<file path="src/rtl/taus_pkg.sv">
// Shared definitions for the taus_gen requester side.
//   fetch_state_t : request FSM states used by taus_fetch
//   SEED_S1..S3   : default generator seeds (shared with generator and models)
//   RAND_W        : random sample width
package taus_pkg;

  localparam int RAND_W = 32;

  localparam logic [RAND_W-1:0] SEED_S1 = 32'hffffffff;
  localparam logic [RAND_W-1:0] SEED_S2 = 32'hcccccccc;
  localparam logic [RAND_W-1:0] SEED_S3 = 32'h00ff00ff;

  typedef enum logic [1:0] {
    S_IDLE = 2'd0,
    S_WARM = 2'd1,
    S_RUN  = 2'd2
  } fetch_state_t;

endpackage

</file>
<file path="src/rtl/taus_fifo.sv">
// Sample buffer for taus_fetch: DEPTH x RAND_W, synchronous write/read,
// combinational head.
//   clk, reset_n : clock, asynchronous active-low reset
//   wr_en/wr_data: push one sample (ignored only if full with no read)
//   rd_en        : pop head (ignored while empty)
//   head/valid   : head entry (0 while empty) and non-empty flag
//   count        : occupancy 0..DEPTH
module taus_fifo
  import taus_pkg::*;
#(
  parameter int DEPTH = 8,
  localparam int AW = $clog2(DEPTH)
) (
  input  logic              clk,
  input  logic              reset_n,
  input  logic              wr_en,
  input  logic [RAND_W-1:0] wr_data,
  input  logic              rd_en,
  output logic [RAND_W-1:0] head,
  output logic              valid,
  output logic [AW:0]       count
);

  logic [RAND_W-1:0] mem [DEPTH];
  logic [AW-1:0]     wr_ptr;
  logic [AW-1:0]     rd_ptr;
  logic              rd_ok;
  logic              wr_ok;

  assign valid = (count != '0);
  assign rd_ok = rd_en && valid;
  assign wr_ok = wr_en && ((count != (AW+1)'(DEPTH)) || rd_ok);

  // Head is forced to zero while empty so the output is defined out of reset.
  assign head = valid ? mem[rd_ptr] : '0;

  always_ff @(posedge clk or negedge reset_n) begin
    if (!reset_n) begin
      wr_ptr <= '0;
      rd_ptr <= '0;
      count  <= '0;
    end else begin
      if (wr_ok) wr_ptr <= wr_ptr + AW'(1);
      if (rd_ok) rd_ptr <= rd_ptr + AW'(1);
      case ({wr_ok, rd_ok})
        2'b10:   count <= count + (AW+1)'(1);
        2'b01:   count <= count - (AW+1)'(1);
        default: count <= count;
      endcase
    end
  end

  always_ff @(posedge clk) begin
    if (wr_ok) mem[wr_ptr] <= wr_data;
  end

endmodule

</file>
<file path="src/rtl/taus_fetch.sv">
// Requester for the taus_gen rand_gen/rand_valid interface. Issues request
// pulses, captures each sample one cycle later, discards the first WARMUP
// samples after reset, then buffers samples for a valid/ready consumer.
//   clk, reset_n   : clock, asynchronous active-low reset
//   enable         : permits new generator requests
//   gen_rand_gen   : request pulse to the generator
//   gen_random_num : generator sample, valid the cycle after a request
//   gen_rand_valid : generator valid flag, expected high on every capture
//   m_data/m_valid/m_ready : downstream stream (head of buffer)
//   fill_level     : buffer occupancy 0..DEPTH
//   warmup_done    : sticky, warm-up samples all discarded
//   proto_err      : sticky, a capture saw gen_rand_valid low
module taus_fetch
  import taus_pkg::*;
#(
  parameter int DEPTH  = 8,
  parameter int WARMUP = 16,
  localparam int AW = $clog2(DEPTH)
) (
  input  logic              clk,
  input  logic              reset_n,
  input  logic              enable,
  output logic              gen_rand_gen,
  input  logic [RAND_W-1:0] gen_random_num,
  input  logic              gen_rand_valid,
  output logic [RAND_W-1:0] m_data,
  output logic              m_valid,
  input  logic              m_ready,
  output logic [AW:0]       fill_level,
  output logic              warmup_done,
  output logic              proto_err
);

  localparam int WCW = (WARMUP < 1) ? 1 : $clog2(WARMUP + 1);

  fetch_state_t   state;
  fetch_state_t   state_nxt;
  logic           req_d;
  logic [WCW-1:0] issued_warm;
  logic [WCW-1:0] cap_warm;
  logic           pop;
  logic           wr_en;
  logic           cap_last;
  logic [AW+1:0]  credit;

  assign pop = m_valid && m_ready;

  // Slots committed next cycle: current entries plus the in-flight sample,
  // minus the entry leaving now. A request is only made if this leaves room.
  assign credit = {1'b0, fill_level} + (AW+2)'(req_d) - (AW+2)'(pop);

  // Captures outside warm-up always land in the buffer, including the one
  // still in flight when the FSM has just dropped back to idle.
  assign wr_en    = req_d && (state != S_WARM);
  assign cap_last = req_d && (state == S_WARM) && (cap_warm == WCW'(WARMUP - 1));

  always_comb begin
    state_nxt    = state;
    gen_rand_gen = 1'b0;
    unique case (state)
      S_IDLE: begin
        if (enable) state_nxt = ((WARMUP > 0) && !warmup_done) ? S_WARM : S_RUN;
      end
      S_WARM: begin
        gen_rand_gen = enable && (issued_warm < WCW'(WARMUP));
        if (cap_last) state_nxt = S_RUN;
      end
      S_RUN: begin
        gen_rand_gen = enable && (credit < (AW+2)'(DEPTH));
        if (!enable) state_nxt = S_IDLE;
      end
      default: state_nxt = S_IDLE;
    endcase
  end

  always_ff @(posedge clk or negedge reset_n) begin
    if (!reset_n) begin
      state       <= S_IDLE;
      req_d       <= 1'b0;
      issued_warm <= '0;
      cap_warm    <= '0;
      warmup_done <= 1'b0;
      proto_err   <= 1'b0;
    end else begin
      state <= state_nxt;
      req_d <= gen_rand_gen;
      if (gen_rand_gen && (state == S_WARM)) issued_warm <= issued_warm + WCW'(1);
      if (req_d && (state == S_WARM))        cap_warm    <= cap_warm + WCW'(1);
      if (cap_last)                          warmup_done <= 1'b1;
      if (req_d && !gen_rand_valid)          proto_err   <= 1'b1;
    end
  end

  taus_fifo #(
    .DEPTH (DEPTH)
  ) u_fifo (
    .clk     (clk),
    .reset_n (reset_n),
    .wr_en   (wr_en),
    .wr_data (gen_random_num),
    .rd_en   (pop),
    .head    (m_data),
    .valid   (m_valid),
    .count   (fill_level)
  );

endmodule

</file>
<file path="config.mk">
export PLATFORM = sky130hd
export DESIGN_NAME = taus_fetch
export DESIGN_NICKNAME = d
export VERILOG_FILES = /design/src/rtl/taus_pkg.sv /design/src/rtl/taus_fifo.sv /design/src/rtl/taus_fetch.sv
export SDC_FILE = /design/constraint.sdc
export NUM_CORES = 1
export LEC_CHECK = 0
export BUFFER_PORTS_ARGS = -buffer_cell sky130_fd_sc_hd__buf_4
export CAP_MARGIN = 40
export CELL_PAD_IN_SITES_DETAIL_PLACEMENT = 1
export CELL_PAD_IN_SITES_GLOBAL_PLACEMENT = 2
export CORE_UTILIZATION = 50
export DETAILED_ROUTE_END_ITERATION = 10
export PLACE_DENSITY_LB_ADDON = 0.1
export SYNTH_ARGS = -nofsm -noshare
export SYNTH_HDL_FRONTEND = slang
export SYNTH_SLANG_ARGS = --single-unit
</file>
<file path="constraint.sdc">
create_clock -name clk -period 9.07 [get_ports clk]
set_input_delay 0.4535 -clock clk [delete_from_list [all_inputs] [get_ports clk]]
set_output_delay 0.4535 -clock clk [all_outputs]
set_load 0.01 [all_outputs]
</file>
# == Word-level counts from Yosys, hierarchy flattened ==
# Memory sizes are Yosys's and may differ from the RTL's.
# Index checks and enable logic that the tools add are counted.
# totals
ff_bits,25
ram_bits,256
in_bits,37
output_inout_bits,40
word_cells,56
memories,1
# mem_list
memory,depth,word_bits,read_ports,rd_clocked_by_memory_dff,write_ports,line_no,text
u_fifo.mem,8,32,1,0,1,taus_fifo.sv:24,logic [RAND_W-1:0] mem [DEPTH];
# op_classes
n_addsub,8
order_cmp,2
eq_ne,10
muxes,10
n_reduce_logical,16
# ops
op,count
$mux 32,1
$add 5x1->5 const B,2
$logic_and 1x1->1,10
$mux 2,4
$pmux 4 s2,1
$add 3x1->3 const B,2
$ne 2x2->1 const B,3
$pmux 2 s3,1
$add 4x1->5,1
$eq 5x4->1 const B,1
$lt 5x4->1 const B,1
$lt 5x5->1 const B,1
$sub 5x1->5,1
$add 4x1->4 const B,1
$eq 2x1->1 const B,2
$eq 2x2->1 const B,2
$ne 4x4->1 const B,1
$reduce_bool 4->1,1
$sub 4x1->4 const B,1
$reduce_and 3->1,1
$logic_not 2->1,1
$mux 1,2
$ne 2x1->1 const B,1
$pmux 1 s2,1
3 further kinds,3

# == Depth between registers and ports, before layout ==
# depth
ltp_word,7
ltp_mapped,16
ltp_nobuf,15

# == Cells and area by module ==
# From an unflattened synthesis, not the netlist that was laid out.
# unflattened
cells_unflattened,558
hier_area_um2,11248.3
# modules_own_cells
module,instances,cells_each,area_per_inst_um2,seq_area_each_um2
taus_fifo,1,474,10388.7,7937.6
taus_fetch,1,84,859.6,375.4

# == Worst setup path after synthesis ==
# Ideal clock, no wire load.
# synth_path
path_kind,register to register
from,register state[1]
to,memory u_fifo.mem[0][0] (enable)
setup_ns,0.461
arrival_ns,3.615
required_time_ns,8.609
slack_ns,4.994
stages_incl_launch_ff,8
path_buffers,1
period_less_slack_ns,4.076
path_cell_list,dfrtp_1 -> inv_1 -> ha_1 -> clkbuf_1 -> or2b_1 -> a31oi_2 -> nand2b_1 -> nor3_1
# synth_between
elab_chain_len,5
# synth_rtl
element,line_no,text
"start, declared",taus_fetch.sv:36,fetch_state_t state;
"start signal, assigned",taus_fetch.sv:85,state <= state_nxt;
$ne 2x1->1,taus_fetch.sv:54,assign wr_en = req_d && (state != S_WARM);
$logic_and 1x1->1,taus_fetch.sv:54,
$logic_and 1x1->1,taus_fifo.sv:32,assign wr_ok = wr_en && ((count != (AW+1)'(DEPTH)) || rd_ok);
$mux 1,taus_fifo.sv:54,if (wr_ok) mem[wr_ptr] <= wr_data;
$mux 1 (implied by the code),taus_fifo.sv:54,
"end, declared",taus_fifo.sv:24,
# Every way passes these cells.

# == Worst setup path in the final report ==
# layout_path
from,register u_fifo.count[2]
to,output gen_rand_gen
# layout_between
elab_chain_len,6
# layout_rtl
element,line_no,text
"start, declared",taus_fifo.sv:21,output logic [AW:0] count
"start signal, assigned",taus_fifo.sv:46,2'b10: count <= count + (AW+1)'(1);
"start signal, assigned",taus_fifo.sv:47,2'b01: count <= count - (AW+1)'(1);
"start signal, assigned",taus_fifo.sv:48,default: count <= count;
branches (longest 2 deep; another with $add 4x1->5),n/a,
$sub 5x1->5 *,taus_fetch.sv:50,"assign credit = {1'b0, fill_level} + (AW+2)'(req_d) - (AW+2)'(pop);"
$lt 5x4->1 *,taus_fetch.sv:69,gen_rand_gen = enable && (credit < (AW+2)'(DEPTH));
$logic_and 1x1->1 *,taus_fetch.sv:69,
$pmux 1 s2 *,taus_fetch.sv:60,unique case (state)
"end, declared",taus_fetch.sv:23,"output logic gen_rand_gen,"
# Mark *: on every way between the ends.

==> impl_metrics.prom <==
# TYPE chip_impl_metric gauge
chip_impl_metric{name="postSynth.asyncResetShare",unit="%"} 8.90
chip_impl_metric{name="first_pass_iters",unit=""} 4
chip_impl_metric{name="clkLatencyLatePin",unit="ps"} 560
chip_impl_metric{name="crit_fanout",unit=""} 16
chip_impl_metric{name="leakage",unit="uW"} 0.00458
chip_impl_metric{name="vdd.ir_drop.worst",unit="mV"} 0.233
chip_impl_metric{name="cts_resized",unit=""} 0
chip_impl_metric{name="die_w",unit="um"} 151
chip_impl_metric{name="rows",unit=""} 54
chip_impl_metric{name="cap_violations",unit=""} 0
chip_impl_metric{name="area_growth_syn_to_layout",unit="%"} 17.6
chip_impl_info{name="critPathLaunchType",value="flip-flop"} 1
chip_impl_metric{name="post-route-drc-count",unit=""} 0
chip_impl_metric{name="via_per_inst",unit=""} 5.61
chip_impl_metric{name="cts_hold_buffers",unit=""} 1
chip_impl_metric{name="skew",unit="ps"} 24.0
chip_impl_metric{name="top_achievable_clock_speed",unit="MHz"} 260
chip_impl_metric{name="grt_start_max_net_pins",unit=""} 43
chip_impl_metric{name="num-fill-cells",unit=""} 1871
chip_impl_info{name="ctsRootBufferMaster",value="clkbuf_16"} 1
chip_impl_metric{name="setup_ws",unit="ps"} 5220
chip_impl_metric{name="timing.final.max_slew_violations",unit=""} 0
chip_impl_metric{name="grt_antenna_before_repair",unit=""} 0
chip_impl_metric{name="postLayoutCellArea",unit="um^2"} 13100
chip_impl_metric{name="grt.total_usage",unit="%"} 20.1
chip_impl_metric{name="postSynthRegisterBits",unit=""} 281
chip_impl_metric{name="r2r_setup_slack",unit="ps"} 5780
chip_impl_metric{name="cts.path.max_buffers",unit=""} 3
chip_impl_info{name="cp-startpoint",value="u_fifo.count[2]"} 1
chip_impl_metric{name="actual_slew_at_the_worst_max_slew_pin",unit="ps"} 660
chip_impl_metric{name="post_cts.repair.setup_buffers",unit=""} 0
chip_impl_metric{name="port_buffers",unit=""} 76
chip_impl_metric{name="clkTransAtPathRegs",unit="ps"} 60
chip_impl_metric{name="place.gp.congestion",unit=""} 0.751
chip_impl_metric{name="place_ws",unit="ps"} 5800
chip_impl_metric{name="data_arrival_at_the_endpoint_of_the_critical_path",unit="ps"} 3390
chip_impl_info{name="outcome",value="finished clean"} 1
chip_impl_metric{name="core_region_area",unit="um^2"} 21800
chip_impl_metric{name="maxSlewHeadroom",unit="%"} 56.0
chip_impl_metric{name="post_synth.cell_area_avg",unit="um^2"} 20.4
chip_impl_metric{name="multi_input_comb_area",unit="um^2"} 2710
chip_impl_metric{name="detailed_place_hpwl",unit="mm"} 12.9
chip_impl_info{name="timing.hold.worst.class",value="input pin to flip-flop"} 1
chip_impl_info{name="rsz0062_at_grt",value="false"} 1
chip_impl_metric{name="grt-ovfl-total",unit=""} 0
chip_impl_metric{name="totalWireLength",unit="mm"} 22.0
chip_impl_metric{name="r2r_cells",unit=""} 15
chip_impl_metric{name="post_synthesis_sequential_area_ratio",unit="%"} 74.8
chip_impl_metric{name="min_period_over_period",unit="%"} 42.4
chip_impl_metric{name="syn-cell-area",unit="um^2"} 11100
chip_impl_metric{name="grt_first_pass_wirelength",unit="mm"} 33.3
chip_impl_info{name="worst_hold_endpoint",value="u_fifo.mem[4][16]"} 1
chip_impl_metric{name="syn-num-nets",unit=""} 599
chip_impl_info{name="timing.critical_path.slowest_stage_cell",value="and2_2"} 1
chip_impl_info{name="synth_ff_type",value="edfxtp_1"} 1
chip_impl_metric{name="avgRoutedWirePerCell",unit="um"} 23.2
chip_impl_metric{name="diodes",unit=""} 0
chip_impl_metric{name="floorplan.io_pins",unit=""} 77
chip_impl_metric{name="seq_area",unit="um^2"} 8320
chip_impl_info{name="worst_r2r_startpoint",value="u_fifo.count[2]"} 1
chip_impl_metric{name="cts-htree-levels",unit=""} 1
chip_impl_metric{name="final_sum_of_negative_setup_slack",unit="ps"} 0
chip_impl_metric{name="drt_iter0_markers",unit=""} 346
chip_impl_info{name="criticalPathCategory",value="flip-flop to output port"} 1
chip_impl_metric{name="synth.lib_cells_used.distinct",unit=""} 39
chip_impl_metric{name="via_count",unit=""} 5318
chip_impl_metric{name="critical_path_data_required_time",unit="ps"} 8620
chip_impl_metric{name="number_of_global_route_vias_before_repair",unit=""} 5671
chip_impl_info{name="critical_path.cell_chain",value="inv_1 -> ha_1 -> and2_2 -> inv_2 -> nand2_1 -> inv_1 -> ha_1 -> inv_1 -> ha_1 -> nand4b_2 -> nand2_1 -> o31ai_1 -> o2111a_2 -> buf_4"} 1
chip_impl_metric{name="fp.dieArea",unit="um^2"} 22800
chip_impl_metric{name="postRouteAntennaNets",unit=""} 0
chip_impl_metric{name="timing.hold.worst_path_depth",unit=""} 1
chip_impl_info{name="end_kind",value="output port"} 1
chip_impl_metric{name="syn_inst",unit=""} 545
chip_impl_metric{name="clock-sinks",unit=""} 281
chip_impl_metric{name="dieHeight",unit="um"} 151
chip_impl_metric{name="synth-edff-count",unit=""} 256
chip_impl_metric{name="yosys_warnings",unit=""} 0
chip_impl_info{name="worst_r2r_endpoint",value="issued_warm[1]"} 1
chip_impl_metric{name="layout-drive-gt1-share",unit="%"} 32.5
chip_impl_metric{name="crit_path_max_incr_delay",unit="ps"} 450
chip_impl_metric{name="final_period_minus_worst_setup_slack",unit="ps"} 3850
chip_impl_metric{name="final-setup-viol-count",unit=""} 0
chip_impl_metric{name="start_util",unit="%"} 50.9
chip_impl_info{name="clock_tree_from_tritoncts",value="yes"} 1
chip_impl_metric{name="placement.cell_area",unit="um^2"} 12100
chip_impl_metric{name="hold_violation_total_from_the_final_report",unit=""} 0
chip_impl_metric{name="utilization",unit="%"} 59.9
chip_impl_info{name="worstHoldStart",value="gen_random_num[16]"} 1
chip_impl_metric{name="tritoncts_buffers",unit=""} 30
chip_impl_metric{name="pwr_density_cell",unit="nW/um^2"} 314
chip_impl_metric{name="nNetsFinal",unit=""} 698
[how the worst max path moves through the flow]
stage / depth (start not counted) / endpoint
final: 14 / gen_rand_gen
after floorplan: 7 / u_fifo.mem[0][0]
after global routing: 14 / gen_rand_gen
after global placement: 14 / gen_rand_gen
after detailed placement: 15 / issued_warm[1]
after CTS: 14 / gen_rand_gen
[state kept, by name (all words and copies together) (netlist names)]
| name | flops |
|---|---|
| state | 2 |
| req_d | 1 |
| u_fifo.rd_ptr | 3 |
| issued_warm | 5 |
| u_fifo.count | 4 |
| u_fifo.wr_ptr | 3 |
| warmup_done | 1 |
| proto_err | 1 |
| cap_warm | 5 |
| u_fifo.mem | 256 |
[critical path, delay by kind of cell (launching register included)]
kind            cells  cell delay [ps]
simple gates        4              770
flops               1              420
compound gates      2              570
buf+inv             5              510
fa+ha+maj           3              570
[Yosys cell counts (3+ instances only)]
cell type  instances  share of area, %
xnor2_1           11              0.87
nor2_1            42               1.4
buf_2              7              0.32
nand2_1           12              0.41
xor2_1             3              0.24
o21ai_0            4              0.18
inv_1             12              0.41
mux2i_1           33               3.0
nand2b_1           5              0.28
nand3_1            4              0.18
buf_1              8              0.27
ha_1              16               1.8
dfrtp_1           25               5.6
a21oi_1            5              0.23
mux4_2            64                13
edfxtp_1         256                69
clkbuf_1           6              0.20
and3_1             3              0.17
mux2_2             3              0.30
[final cells by class]
cell class	count	share of cell area, %
sequential	281	63.7
multi-input combinational	228	20.7
clock buffer	37	5.94
timing repair buffer	90	5.49
tap	280	2.68
clock inverter	19	1.13
inverter	13	0.373
[metal layers]
metal  up-vias  routed length, um  share of wire (%)  GRT usage (%)
met3        35                759                3.4           2.98
met4         0                492                2.2           5.80
met1      2805               9390                 43           27.0
met2       101              11400                 52           34.3
li1       2377                  -                  -              -
met5         -                  0                  0              0
[cells by family after synthesis]
| family | after synthesis | synth area share, % |
|---|---|---|
| AO/OA/AOI/OAI | 18 | 1.15 |
| XOR/XNOR | 14 | 1.10 |
| adder cells (fa/ha/maj) | 17 | 1.98 |
| buffers and inverters | 36 | 1.36 |
| flip-flops | 281 | 74.8 |
| multiplexers | 101 | 16.4 |
| AND/OR/NAND/NOR | 78 | 3.25 |
[per-stage QoR]
stage	instances	hold slack, ps	power [uW]
global placement	889	379	2960
CTS	948	102	4160
detailed placement	891	384	3020
floorplan	545	158	2510
finish	948	124	4100
global route	948	114	4290
[where the power goes]
| part | switching (uW) | internal (uW) |
|---|---|---|
| Clock | 472 | 662 |
| Sequential | 135 | 1550 |
| Combinational | 623 | 659 |
[cell usage in the layout, fill, tap and decap left out, drive strengths merged, types with 2 or more instances in the layout]
cell,n
a21oi,5
o21ai,4
mux2,4
a221oi,2
edfxtp,256
ha,16
and3,3
xnor2,11
clkbuf,37
nand3,4
nand2b,5
mux4,64
dfrtp,25
clkinv,16
and2,3
nor3,2
xor2,3
inv,14
mux2i,33
bufinv,2
a21o,3
nor2,44
nand2,12
buf,89
Power figures use the tool's default switching activity.
